===== config.mk =====
export PLATFORM = sky130hd
export DESIGN_NAME = mult_div_unit
export DESIGN_NICKNAME = d
export VERILOG_FILES = /design/src/rtl/mult_div_unit.sv
export SDC_FILE = /design/constraint.sdc
export NUM_CORES = 1
export LEC_CHECK = 0
export ABC_CLOCK_PERIOD_IN_PS = 3750
export CORE_ASPECT_RATIO = 1.4
export CORE_UTILIZATION = 58
export CTS_CLUSTER_SIZE = 40
export DETAILED_ROUTE_END_ITERATION = 8
export PLACE_DENSITY = 0.82
export SYNTH_ARGS = -nofsm -noshare
export SYNTH_HDL_FRONTEND = slang
export SYNTH_SLANG_ARGS = --single-unit

===== constraint.sdc =====
create_clock -name clk -period 3.75 [get_ports clk]
set_input_delay 0.9375 -clock clk [delete_from_list [all_inputs] [get_ports clk]]
set_output_delay 0.9375 -clock clk [all_outputs]
set_load 0.01 [all_outputs]

===== src/rtl/mult_div_unit.sv =====
// rtl/mult_div_unit.sv - iterative multiply/divide unit owning the HI/LO register pair
module mult_div_unit #(
  parameter int WIDTH = 32,
  parameter int CNT_W = 6
) (
  input  logic             clk,
  input  logic             rst,
  input  logic             sig_start,
  input  logic [1:0]       sig_op,
  input  logic [WIDTH-1:0] src_a,
  input  logic [WIDTH-1:0] src_b,
  input  logic             sig_abort,
  input  logic             sig_mt_hi,
  input  logic             sig_mt_lo,
  input  logic [WIDTH-1:0] mt_data,
  output logic [WIDTH-1:0] hi,
  output logic [WIDTH-1:0] lo,
  output logic             busy,
  output logic             sig_done,
  output logic             sig_div_zero
);

  typedef enum logic [1:0] {IDLE, RUN, FIX} state_t;

  state_t             state_q, state_d;
  logic [CNT_W-1:0]   cnt_q, cnt_d;
  logic [WIDTH-1:0]   hi_q, hi_d, lo_q, lo_d, b_q, b_d;
  logic [2*WIDTH-1:0] acc_q, acc_d;
  logic               is_div_q, is_div_d;
  logic               neg_res_q, neg_res_d;
  logic               neg_rem_q, neg_rem_d;
  logic               dz_q, dz_d;
  logic               done_q, done_d;
  logic               dzp_q, dzp_d;

  // Operand preparation at start: op[0]=0 means signed, op[1]=1 means divide
  logic               start_signed, start_div, start_dz;
  logic [WIDTH-1:0]   abs_a, abs_b;
  // Datapath step values; acc holds {partial/remainder, multiplier/quotient}
  logic [WIDTH:0]     mul_sum, div_shift, div_diff;
  logic [2*WIDTH-1:0] prod_fix;
  logic [WIDTH-1:0]   quo_fix, rem_fix;

  // Operand magnitudes, one iteration step and sign-corrected results
  always_comb begin
    start_signed = ~sig_op[0];
    start_div    = sig_op[1];
    start_dz     = start_div && (src_b == '0);
    abs_a        = (start_signed && src_a[WIDTH-1]) ? (~src_a + 1'b1) : src_a;
    abs_b        = (start_signed && src_b[WIDTH-1]) ? (~src_b + 1'b1) : src_b;
    mul_sum      = {1'b0, acc_q[2*WIDTH-1:WIDTH]} + (acc_q[0] ? {1'b0, b_q} : '0);
    div_shift    = {acc_q[2*WIDTH-1:WIDTH], acc_q[WIDTH-1]};
    div_diff     = div_shift - {1'b0, b_q};
    prod_fix     = neg_res_q ? (~acc_q + 1'b1) : acc_q;
    quo_fix      = neg_res_q ? (~acc_q[WIDTH-1:0] + 1'b1) : acc_q[WIDTH-1:0];
    rem_fix      = neg_rem_q ? (~acc_q[2*WIDTH-1:WIDTH] + 1'b1) : acc_q[2*WIDTH-1:WIDTH];
  end

  // Next-state logic: start/mt writes in IDLE, iterate in RUN, commit in FIX
  always_comb begin
    state_d   = state_q;
    cnt_d     = cnt_q;
    hi_d      = hi_q;
    lo_d      = lo_q;
    b_d       = b_q;
    acc_d     = acc_q;
    is_div_d  = is_div_q;
    neg_res_d = neg_res_q;
    neg_rem_d = neg_rem_q;
    dz_d      = dz_q;
    done_d    = 1'b0;
    dzp_d     = 1'b0;
    case (state_q)
      IDLE: begin
        if (sig_start) begin
          state_d   = start_dz ? FIX : RUN;
          cnt_d     = CNT_W'(WIDTH);
          is_div_d  = start_div;
          neg_res_d = start_signed && (src_a[WIDTH-1] ^ src_b[WIDTH-1]);
          neg_rem_d = start_signed && src_a[WIDTH-1];
          dz_d      = start_dz;
          b_d       = abs_b;
          // Divide-by-zero keeps the raw dividend in the upper half for HI
          acc_d     = start_dz ? {src_a, {WIDTH{1'b0}}} : {{WIDTH{1'b0}}, abs_a};
        end else begin
          if (sig_mt_hi) hi_d = mt_data;
          if (sig_mt_lo) lo_d = mt_data;
        end
      end
      RUN: begin
        if (sig_abort) begin
          state_d = IDLE;
        end else begin
          if (is_div_q)
            acc_d = {(div_diff[WIDTH] ? div_shift[WIDTH-1:0] : div_diff[WIDTH-1:0]),
                     acc_q[WIDTH-2:0], ~div_diff[WIDTH]};
          else
            acc_d = {mul_sum, acc_q[WIDTH-1:1]};
          cnt_d = cnt_q - 1'b1;
          if (cnt_q == CNT_W'(1)) state_d = FIX;
        end
      end
      FIX: begin
        state_d = IDLE;
        if (!sig_abort) begin
          done_d = 1'b1;
          if (dz_q) begin
            hi_d  = acc_q[2*WIDTH-1:WIDTH];
            lo_d  = '1;
            dzp_d = 1'b1;
          end else if (is_div_q) begin
            hi_d = rem_fix;
            lo_d = quo_fix;
          end else begin
            hi_d = prod_fix[2*WIDTH-1:WIDTH];
            lo_d = prod_fix[WIDTH-1:0];
          end
        end
      end
      default: state_d = IDLE;
    endcase
  end

  // State register with synchronous reset
  always_ff @(posedge clk) begin
    if (rst) begin
      state_q   <= IDLE;
      cnt_q     <= '0;
      hi_q      <= '0;
      lo_q      <= '0;
      b_q       <= '0;
      acc_q     <= '0;
      is_div_q  <= 1'b0;
      neg_res_q <= 1'b0;
      neg_rem_q <= 1'b0;
      dz_q      <= 1'b0;
      done_q    <= 1'b0;
      dzp_q     <= 1'b0;
    end else begin
      state_q   <= state_d;
      cnt_q     <= cnt_d;
      hi_q      <= hi_d;
      lo_q      <= lo_d;
      b_q       <= b_d;
      acc_q     <= acc_d;
      is_div_q  <= is_div_d;
      neg_res_q <= neg_res_d;
      neg_rem_q <= neg_rem_d;
      dz_q      <= dz_d;
      done_q    <= done_d;
      dzp_q     <= dzp_d;
    end
  end

  assign hi           = hi_q;
  assign lo           = lo_q;
  assign busy         = (state_q != IDLE);
  assign sig_done     = done_q;
  assign sig_div_zero = dzp_q;

endmodule


Word level (Yosys, flattened, before mapping)
Index checks and enable logic that the tools add are counted.
Cells by class
  add/subtract/negate cells: 8
  bitwise logic cells: 9
  reductions and logical operators: 16
  equality and inequality tests: 10
  multiplexer cells: 34
Operators by type and width (count)
  $mux 32: 16
  $mux 64: 5
  $add 32x1->32 const B: 4
  $not 32->32: 4
  $pmux 32 s2: 2
  $pmux 64 s2: 1
  $add 64x1->64 const B: 1
  $not 64->64: 1
  $add 32x32->33: 1
  $sub 33x32->33: 1
  $logic_not 32->1: 1
  $mux 6: 2
  $ne 2x2->1 const B: 6
  $pmux 6 s2: 1
  $mux 2: 4
  $reduce_and 4->1: 2
  $eq 6x1->1 const B: 1
  $reduce_bool 2->1: 3
  $sub 6x1->6 const B: 1
  $logic_and 1x1->1: 4
  $pmux 2 s2: 1
  $reduce_and 2->1: 2
  $ne 3x3->1 const B: 1
  $not 1->1: 3
  8 further kinds: 9
Storage, ports and cells
  logic and storage cells: 89
  bits in registers: 174
  output and inout port bits: 67

Longest topological paths before layout
  depth after elaboration: 7
  mapped depth: 15

Worst setup path before layout
OpenSTA, ideal clock, no wires.
  kind: reg2reg
  start point: reg acc_q[0]
  end point: reg acc_q[60]
  data arrival time: 3295 ps
  period minus slack after synthesis: 3410 ps
  stages on the path, launching flop included: 15
  slack: 340 ps
  library setup time: 115 ps
  cell sequence: dfxtp_1 -> clkinv_1 -> clkbuf_1 -> nor2_1 -> ha_1 -> a2111oi_2 -> o31a_1 -> o211ai_1 -> a22o_1 -> or4b_1 -> a31oi_1 -> o21ai_0 -> nor3_1 -> a21oi_1 -> and2_1
On the way
  cells in the longest elaborated chain, start to end: 5
RTL lines
  start, declared: RTL line 28  | logic [2*WIDTH-1:0] acc_q, acc_d;
  start signal, assigned: RTL line 132  | acc_q <= '0;
  start signal, assigned: RTL line 145  | acc_q <= acc_d;
  $mux 32: RTL line 51  | mul_sum = {1'b0, acc_q[2*WIDTH-1:WIDTH]} + (acc_q[0] ? {1'b0, b_q} : '0);
  $add 32x32->33: RTL line 51
  $mux 64: RTL line 94  | if (is_div_q)
  $mux 64: RTL line 91  | if (sig_abort) begin
  $pmux 64 s2: RTL line 73  | case (state_q)
Every way passes these cells. The select of a mux whose other input is x is not followed.
A chain may end at the register's enable or synchronous reset.

Worst setup path in the final report
  start point: reg b_q[0]
  end point: reg acc_q[57]
On the way
  cells in the longest elaborated chain, start to end: 5
RTL lines
  start, declared: RTL line 27  | logic [WIDTH-1:0] hi_q, hi_d, lo_q, lo_d, b_q, b_d;
  start signal, assigned: RTL line 131  | b_q <= '0;
  start signal, assigned: RTL line 144  | b_q <= b_d;
  $sub 33x32->33 / $mux 32 (equally long branches): RTL line 53, 51
  $mux 32 / $add 32x32->33 (equally long branches): RTL line 95, 51
  $mux 64 *: RTL line 94
  $mux 64 *: RTL line 91
  $pmux 64 s2 *: RTL line 73
Every way passes the cells marked *; elsewhere a longest branch is shown, timed or not. The select of a mux whose other input is x is not followed.

==> results.sh <==
export IMPL_die_w_um=136
export IMPL_yosysWarnings=0
export IMPL_finalSetupViolations=0
export IMPL_crit_chain="buf_4 -> and2_1 -> ha_1 -> fa_1 -> a21oi_1 -> o21a_1 -> o211a_1 -> o21ai_0 -> a31oi_1 -> o31ai_1 -> buf_4 -> xor2_1 -> a221oi_1 -> o21ai_0 -> o211a_1"
export IMPL_portBuffers=170
export IMPL_grt_ovfl_total=0
export IMPL_ys_seq_area_frac=0.240
export IMPL_drive_above_1_share=0.0884
export IMPL_final_area_mm2=0.0177
export IMPL_post_route_util=0.721
export IMPL_p_total_mw=7.05
export IMPL_synth_ff_type="dfxtp_1"
export IMPL_swShare=0.391
export IMPL_numCtsBuffers=17
export IMPL_synth_ff_latch_count=174
export IMPL_synth_nets=2186
export IMPL_worst_r2r_cell_count=15
export IMPL_nets=2358
export IMPL_power_density_mw_per_mm2=398
export IMPL_dp_hpwl_mm=45.5
export IMPL_path_depth=15
export IMPL_yosys_area_top_type_share=0.240
export IMPL_seqPwrFrac=0.310
export IMPL_cp_top_family="compound AO/OA/AOI/OAI gates"
export IMPL_fill_cells=2099
export IMPL_maxCapViolCount=0
export IMPL_cpPeakStageDelay_ns=0.47
export IMPL_timing_final_ws_setup_ns=0.0451
export IMPL_relSlewSlack=0.216
export IMPL_cts_tree="done"
export IMPL_synth_edf_count=0
export IMPL_p_int_mw=4.30
export IMPL_async_flop_share=0
export IMPL_cp_end_kind="flip-flop"
export IMPL_worst_slew_pin_slew_ns=1.17
export IMPL_yosys_area_top_type="dfxtp_1"
export IMPL_synth_cells=2010
export IMPL_grt_max_degree=81
export IMPL_power_frac_comb=0.403
export IMPL_wl_per_cell_um=23.9
export IMPL_post_route_period_util=0.988
export IMPL_die_h_um=189
export IMPL_syn_to_final_growth_pct=22.2
export IMPL_cts_root_buffer="clkbuf_16"
export IMPL_synthTopCellsByArea="dfxtp_1, a21oi_1, nor2_1, xnor2_1, ha_1"
export IMPL_placed_area_mm2=0.0171
export IMPL_drt_wl_total_mm=59.9
export IMPL_crit_fanout=4
export IMPL_peakVddDrop_mv=0.390
export IMPL_hold_class="flip-flop to flip-flop"
export IMPL_min_path_cells=2
export IMPL_io_pins=171
export IMPL_clockPowerShare=0.287
export IMPL_finClkSkew_ns=0.0111
export IMPL_grt_pass1_wl_mm=91.1
export IMPL_cts_max_level=4
export IMPL_tns_ns=0
export IMPL_viasPerCell=6.70
export IMPL_cts_setup_buffers=0
export IMPL_finalHoldViolations=0
export IMPL_final_max_slew_viol_count=0
export IMPL_seq_area_mm2=0.00349
export IMPL_multi_input_area_mm2=0.0103
export IMPL_start_util=0.591
export IMPL_synth_area_mm2=0.0145
export IMPL_critPathSlowestCell="a31oi_1"
export IMPL_rrSetupSlack_ns=0.05
export IMPL_arrival_ns=4.06
export IMPL_insertion_delay_ns=0.47
export IMPL_status="finished, final reports clean"
export IMPL_p_switching_mw=2.75
export IMPL_clock_sinks=174
export IMPL_fmax_mhz=270
export IMPL_drc=0
export IMPL_place_congestion=1.03
export IMPL_grtUsageTotal=0.470
export IMPL_rows=68
export IMPL_layout_common_cells="nor2_1, a21oi_1, dfxtp_1"
export IMPL_required_ns=4.10
export IMPL_die_area_mm2=0.0257
export IMPL_synth_cell_types=81
export IMPL_leakage_nw=6.86
export IMPL_cp_num_buf_inv=2
export IMPL_synth_area_per_cell_um2=7.22
export IMPL_vias=16800
export IMPL_grt_antenna_before_repair=2
export IMPL_worstSetupStartpointType="flip-flop"
export IMPL_first_pass_iters=7
export IMPL_drt_iter0_drc=1964
export IMPL_pre_cts_slack_ns=-0.0809
export IMPL_layout_commonest_cell="nor2_1"
export IMPL_clk_pin_slew_ns=0.07
export IMPL_clockBufferDepth=2
export IMPL_crit_type="flip-flop to flip-flop"
export IMPL_postRouteAntennaNets=0
export IMPL_rsz0062_at_grt="no"
export IMPL_grt_pass1_vias=16300
export IMPL_core_area_mm2=0.0246
export IMPL_min_period_ns=3.70
## synthesized netlist by cell type (45+ instances only)
library cell,number
nor2_1,289
a21oi_1,217
dfxtp_1,174
o21ai_0,167
nand2_1,149
clkbuf_1,119
xnor2_1,109
ha_1,70
inv_1,64
xor2_1,60
a211oi_1,56
nor3_1,46
mux2i_1,45
## cell families after synthesis
| logic type | after synthesis | share of synthesized area |
|---|---|---|
| fa+ha+maj | 72 | 0.0631 |
| mux | 51 | 0.0357 |
| simple gates | 665 | 0.213 |
| flops | 174 | 0.240 |
| buf+inv | 202 | 0.0537 |
| compound gates | 677 | 0.293 |
| xor+xnor | 169 | 0.102 |
## path summary, 6_finish.rpt
kind,start,to
worst max-delay path,b_q[0],acc_q[57]
worst max register to register,b_q[0],acc_q[57]
worst min-delay path,hi[26],hi[26]
worst min register to register,hi[26],hi[26]
## stage by stage
stage	hold slack (ns)	cells
global route	0.473	2510
CTS	0.447	2510
global placement	0.435	2478
floorplan	0.449	2010
finish	0.444	2511
detailed placement	0.437	2478
## worst min-delay path: stages, from the launching register on
cell and delay (ns):
dfxtp_1 0.31, nand2_1 0.05, nand2_1 0.04
## layer usage
| layer | vias up | GRT usage | routed length [um] |
|---|---|---|---|
| li1 | 7649 | - | - |
| met1 | 7728 | 0.480 | 20000 |
| met2 | 1081 | 0.763 | 27000 |
| met3 | 373 | 0.140 | 6370 |
| met4 | 2 | 0.430 | 6500 |
| met5 | - | 0.0119 | 12 |
## repair_timing
action / 4_1_cts / 5_1_grt
setup endpoints to repair: 0 / 8
gates resized for setup: 0 / 4
hold endpoints to repair: 0 / 0
hold buffers: 0 / 0
## power groups by stage
| stage | clock (mW) | combinational [mW] | sequential (mW) |
|---|---|---|---|
| 6_report | 2.02 | 2.84 | 2.18 |
| 3_5_place_dp | 0 | 2.72 | 2.21 |
| 4_1_cts | 2.00 | 2.73 | 2.17 |
| 3_3_place_gp | 0 | 2.67 | 2.21 |
| 5_1_grt | 2.07 | 3.05 | 2.20 |
| 2_1_floorplan | 0 | 1.74 | 2.17 |
## flip-flops by register name (all words and copies together), names as in the netlist, 2 cells and up
signal and cells:
hi 32, lo 32, cnt_q 6, b_q 32
state_q 2, acc_q 64
## cell type report
| cell class | instances | share of cell area |
|---|---|---|
| repair buffers | 288 | 0.151 |
| multi-input cells | 1634 | 0.580 |
| well taps | 315 | 0.0222 |
| clock buffers | 19 | 0.0255 |
| diodes | 1 | 0.000141 |
| flip-flops and latches | 174 | 0.197 |
| clock inverters | 13 | 0.0111 |
| inverters | 67 | 0.0142 |
(Power assumes the default switching activity.)
